File: src/rtl/pma_serializer.sv
// rtl/pma_serializer.sv - PMA transmit parallel-to-serial converter
//
// Accepts WIDTH-bit code-groups from the PCS into a one-word holding
// register and emits them back-to-back as a gapless serial bitstream,
// one bit per clock, flagging word boundaries and stream underruns.
//
// Parameters:
//   WIDTH     code-group width in bits (>= 2)
//   IDLE_BIT  level on ser_out while no word is being shifted
//
// Ports:
//   clk         clock, rising edge
//   reset       synchronous, active-high reset
//   par_data    parallel code-group from the PCS
//   par_valid   par_data is valid
//   par_ready   holding register empty; accept on par_valid && par_ready
//   ser_out     serial bitstream
//   ser_valid   ser_out carries a data bit
//   word_start  ser_out carries the first bit of a word
//   underrun    one-cycle pulse: stream ended with no next word staged
//
// Build option:
//   SER_LSB_FIRST_EN  defined: LSB-first transmission; undefined: MSB-first
module pma_serializer #(
  parameter int   WIDTH    = 10,
  parameter logic IDLE_BIT = 1'b0
) (
  input  logic             clk,
  input  logic             reset,
  input  logic [WIDTH-1:0] par_data,
  input  logic             par_valid,
  output logic             par_ready,
  output logic             ser_out,
  output logic             ser_valid,
  output logic             word_start,
  output logic             underrun
);

  localparam int            CW   = (WIDTH > 1) ? $clog2(WIDTH) : 1;
  localparam logic [CW-1:0] LAST = CW'(WIDTH - 1);

  logic [WIDTH-1:0] hold_q,      hold_d;
  logic             hold_full_q, hold_full_d;
  logic [WIDTH-1:0] shreg_q,     shreg_d;
  logic [CW-1:0]    bit_cnt_q,   bit_cnt_d;
  logic             busy_q,      busy_d;
  logic             underrun_q,  underrun_d;

  logic             last_bit;

  // Last bit of the current word is on the line this cycle.
  assign last_bit = busy_q && (bit_cnt_q == LAST);

  always_comb begin
    hold_d      = hold_q;
    hold_full_d = hold_full_q;
    shreg_d     = shreg_q;
    bit_cnt_d   = bit_cnt_q;
    busy_d      = busy_q;
    underrun_d  = 1'b0;

    // Accept can never coincide with load: it needs the hold register
    // empty, while load needs it full.
    if (par_valid && !hold_full_q) begin
      hold_d      = par_data;
      hold_full_d = 1'b1;
    end

    if ((!busy_q || last_bit) && hold_full_q) begin
      // Load the staged word; when it follows a last bit the stream is gapless.
      shreg_d     = hold_q;
      bit_cnt_d   = '0;
      busy_d      = 1'b1;
      hold_full_d = 1'b0;
    end else if (last_bit) begin
      // Word finished with nothing staged: stream ends.
      busy_d      = 1'b0;
      bit_cnt_d   = '0;
      shreg_d     = {WIDTH{IDLE_BIT}};
      underrun_d  = 1'b1;
    end else if (busy_q) begin
`ifdef SER_LSB_FIRST_EN
      shreg_d   = {IDLE_BIT, shreg_q[WIDTH-1:1]};
`else
      shreg_d   = {shreg_q[WIDTH-2:0], IDLE_BIT};
`endif
      bit_cnt_d = bit_cnt_q + 1'b1;
    end
  end

  always_ff @(posedge clk) begin
    if (reset) begin
      hold_q      <= '0;
      hold_full_q <= 1'b0;
      shreg_q     <= {WIDTH{IDLE_BIT}};
      bit_cnt_q   <= '0;
      busy_q      <= 1'b0;
      underrun_q  <= 1'b0;
    end else begin
      hold_q      <= hold_d;
      hold_full_q <= hold_full_d;
      shreg_q     <= shreg_d;
      bit_cnt_q   <= bit_cnt_d;
      busy_q      <= busy_d;
      underrun_q  <= underrun_d;
    end
  end

  assign par_ready  = !hold_full_q;
  assign ser_valid  = busy_q;
  assign word_start = busy_q && (bit_cnt_q == '0);
  assign underrun   = underrun_q;
`ifdef SER_LSB_FIRST_EN
  assign ser_out    = shreg_q[0];
`else
  assign ser_out    = shreg_q[WIDTH-1];
`endif

endmodule

File: config.mk
export PLATFORM = sky130hd
export DESIGN_NAME = pma_serializer
export DESIGN_NICKNAME = d
export VERILOG_FILES = /design/src/rtl/pma_serializer.sv
export SDC_FILE = /design/constraint.sdc
export NUM_CORES = 1
export LEC_CHECK = 0
export CORE_MARGIN = 2
export CORE_UTILIZATION = 52
export CTS_CLUSTER_SIZE = 20
export DETAILED_ROUTE_END_ITERATION = 12
export DONT_BUFFER_PORTS = 1
export PLACE_DENSITY = 0.7
export SYNTH_ARGS = -nofsm -noshare
export SYNTH_HDL_FRONTEND = slang
export SYNTH_SLANG_ARGS = --single-unit
File: constraint.sdc
create_clock -name clk -period 1.68 [get_ports clk]
set_input_delay 0.252 -clock clk [delete_from_list [all_inputs] [get_ports clk]]
set_output_delay 0.252 -clock clk [all_outputs]
set_load 0.01 [all_outputs]
==> impl_metrics.toml <==
[clock_network]
clk_latency_ns = 0.32
clk_pin_slew_ns = 0.13
cts_buffer_depth = 2
clock-sinks = 27
cts-root-buf = "clkbuf_4"
numCtsBuffers = 3
htreeDepth = 1
cts_tree = "done"

[sta]
whs_ns = 0.0338
hold_viol = 0
relSlewSlack_pct = 56.6
slew_viol_final = 0
setup_slack_ns = 0.149
rsz0062_at_grt = "no"
tightestPinTransition_ns = 0.650
timing.final.crit_share_pct = 91.1
skew_ns = 0.00555
finalCriticalPeriod_ns = 1.53
max_freq_mhz = 653
tns_ns = 0
setup_violations = 0

[global_route]
grtUsageMet2_pct = 25.2
antenna_found_initial = 0
grt_busiest_layer = "met2"
gr-total-overflow = 0
grt_max_degree = 18
grt_pass1_wl_mm = 3.43
grt_use_total_pct = 17.4
use_met3_pct = 3.51
grt_pass1_vias = 755
use_met1_pct = 24.1

[drt]
drt_iter0_drc = 6
viasPerCell = 5.41
postRouteAntennaNets = 0
vias = 865
drt_wl_total_mm = 1.97
drc_errors = 0
drt-wirelength-per-cell_um = 12.3
firstDrtPassIters = 4

[synth]
async_reset_ff_share_pct = 0
yosysTopAreaCell = "dfxtp_1"
yosys-top-cells-area = "dfxtp_1 46%, a21oi_1 8.5%, nand2_1 7.4%"
synth_top_area_share_pct = 46.2
ys_warn_count = 0
synth_cells = 134
synth_area_sq_um = 1170
synth_nets = 150
ys_types = 27
synth_edf_count = 0
seq_area_frac_synth_pct = 46.2
postSynthAreaPerCell_sq_um = 8.74
yosysMostFrequentCell = "dfxtp_1"
synth_common_cells = "27 x dfxtp_1, 23 x nand2_1, 20 x a21oi_1, 13 x inv_1"
ys_ff_latch = 27
ys.flop_type = "dfxtp_1"

[layout]
instances_no_fill = 160
antenna_cells = 0
drive_above_1_share_pct = 7.58
design_area_sq_um = 1200
nets = 149
syn_to_final_growth_pct = 2.78

[setup_path]
crit_fanout = 6
start_kind = "register"
critical_path_required_ns = 1.43
critPathKind = "reg -> out"
worstSetupEndpointType = "primary output"
worstPathArrival_ns = 1.28

[place]
post-place-ws_ns = 0.0382
place.gp.congestion = 0.731
dpl_cell_area_sq_um = 1160
port-buffer-count = 0
place_inst = 155
dp_hpwl_mm = 1.38

[min_path]
hold_path_class = "in -> reg"

[die]
io_pins = 18
coreArea_sq_um = 2170
rows = 17
dieArea_sq_um = 2650
die_w_um = 51.5
dieHeight_um = 51.5
start_util_pct = 54.0

[run]
max-cap-violations = 0

[power]
p_leak_uw = 0.000465
power.density_nw_per_um2 = 964
vdd_drop_max_mv = 0.581

[outcome]
status = "complete, no violations"
==> final timing paths <==
check | startpoint | to | slack, ns | cells past startpoint
setup / recovery | bit_cnt_q[0] | word_start | 0.15 | 3
hold / removal | reset | hold_full_q | 0.03 | 1
hold reg to reg | hold_q[2] | hold_q[2] | 0.47 | 2
setup reg to reg | hold_full_q | shreg_q[4] | 0.20 | 3
==> cell families (layout without fill, tap and decap cells) <==
logic type,after synthesis,after routing,share of synthesized area [%]
xor+xnor,2,2,1.50
flops,27,27,46.2
simple gates,46,46,20.7
buf+inv,22,20,9.40
compound gates,33,33,18.2
mux,1,1,0.855
fa+ha+maj,3,3,3.21
==> power breakdown <==
| group | leakage [uW] | internal, uW | switching (uW) |
|---|---|---|---|
| registers | 0.000222 | 688 | 38.1 |
| logic | 0.000225 | 73.5 | 89.8 |
| clock network | 0.0000177 | 89.3 | 182 |
| total | 0.000465 | 851 | 310 |
==> layout make-up <==
class	count	area [sq um]
fillers	226	966
clock buffers	3	22.5
clock inverters	1	5.00
repair buffers	3	25.0
well taps	28	35.0
multi-input cells	85	527
inverters	13	48.8
flip-flops and latches	27	541
==> cell usage in the layout, fill, tap and decap left out <==
| master | instances |
|---|---|
| nand2b_1 | 2 |
| a22o_1 | 9 |
| and4bb_2 | 1 |
| a41o_1 | 1 |
| and4b_4 | 1 |
| nor2b_1 | 2 |
| a21oi_2 | 1 |
| nand2_1 | 23 |
| inv_1 | 13 |
| nor4_1 | 1 |
| buf_4 | 2 |
| o22ai_1 | 1 |
| nand4_1 | 1 |
| clkbuf_4 | 3 |
| and2_1 | 2 |
| nor4b_1 | 2 |
| a221oi_1 | 1 |
| nand3b_1 | 1 |
| ha_1 | 3 |
| nor3_1 | 9 |
| xnor2_1 | 2 |
| dfxtp_1 | 27 |
| a21oi_1 | 20 |
| dlygate4sd3_1 | 1 |
| mux2i_1 | 1 |
| nor3_4 | 1 |
| clkinv_2 | 1 |
==> registers in the layout, summed over array words and instances (netlist names) <==
name / count
hold_q: 10
shreg_q: 10
bit_cnt_q: 4
hold_full_q: 1
ser_valid: 1
underrun: 1
==> timing repair <==
| action | CTS | global route |
|---|---|---|
| endpoints found under the hold margin | 14 | 0 |
| resized for setup | 0 | 1 |
| setup buffers | 0 | 0 |
| hold buffers | 1 | 0 |
| endpoints found under the setup margin | 0 | 11 |
==> critical path, stage by stage, from the launching register on <==
cell and delay [ns]:
dfxtp_1 0.45, inv_1 0.07, ha_1 0.19, and4bb_2 0.24
==> routing by layer <==
metal / vias to the layer above / part of all wire (%) / wire, um
li1: 453 / - / -
met1: 389 / 47 / 925
met2: 18 / 47 / 927
met3: 5 / 3.8 / 75
met4: 0 / 2.2 / 44
met5: - / 0 / 0
==> per-stage QoR <==
stage,utilization (%),total power [uW]
floorplan,-,882
global placement,53.5,892
detailed placement,53.5,898
CTS,55.2,1170
global route,55.5,1240
finish,55.5,1160
Note: power is estimated with default switching activity, not from simulation.
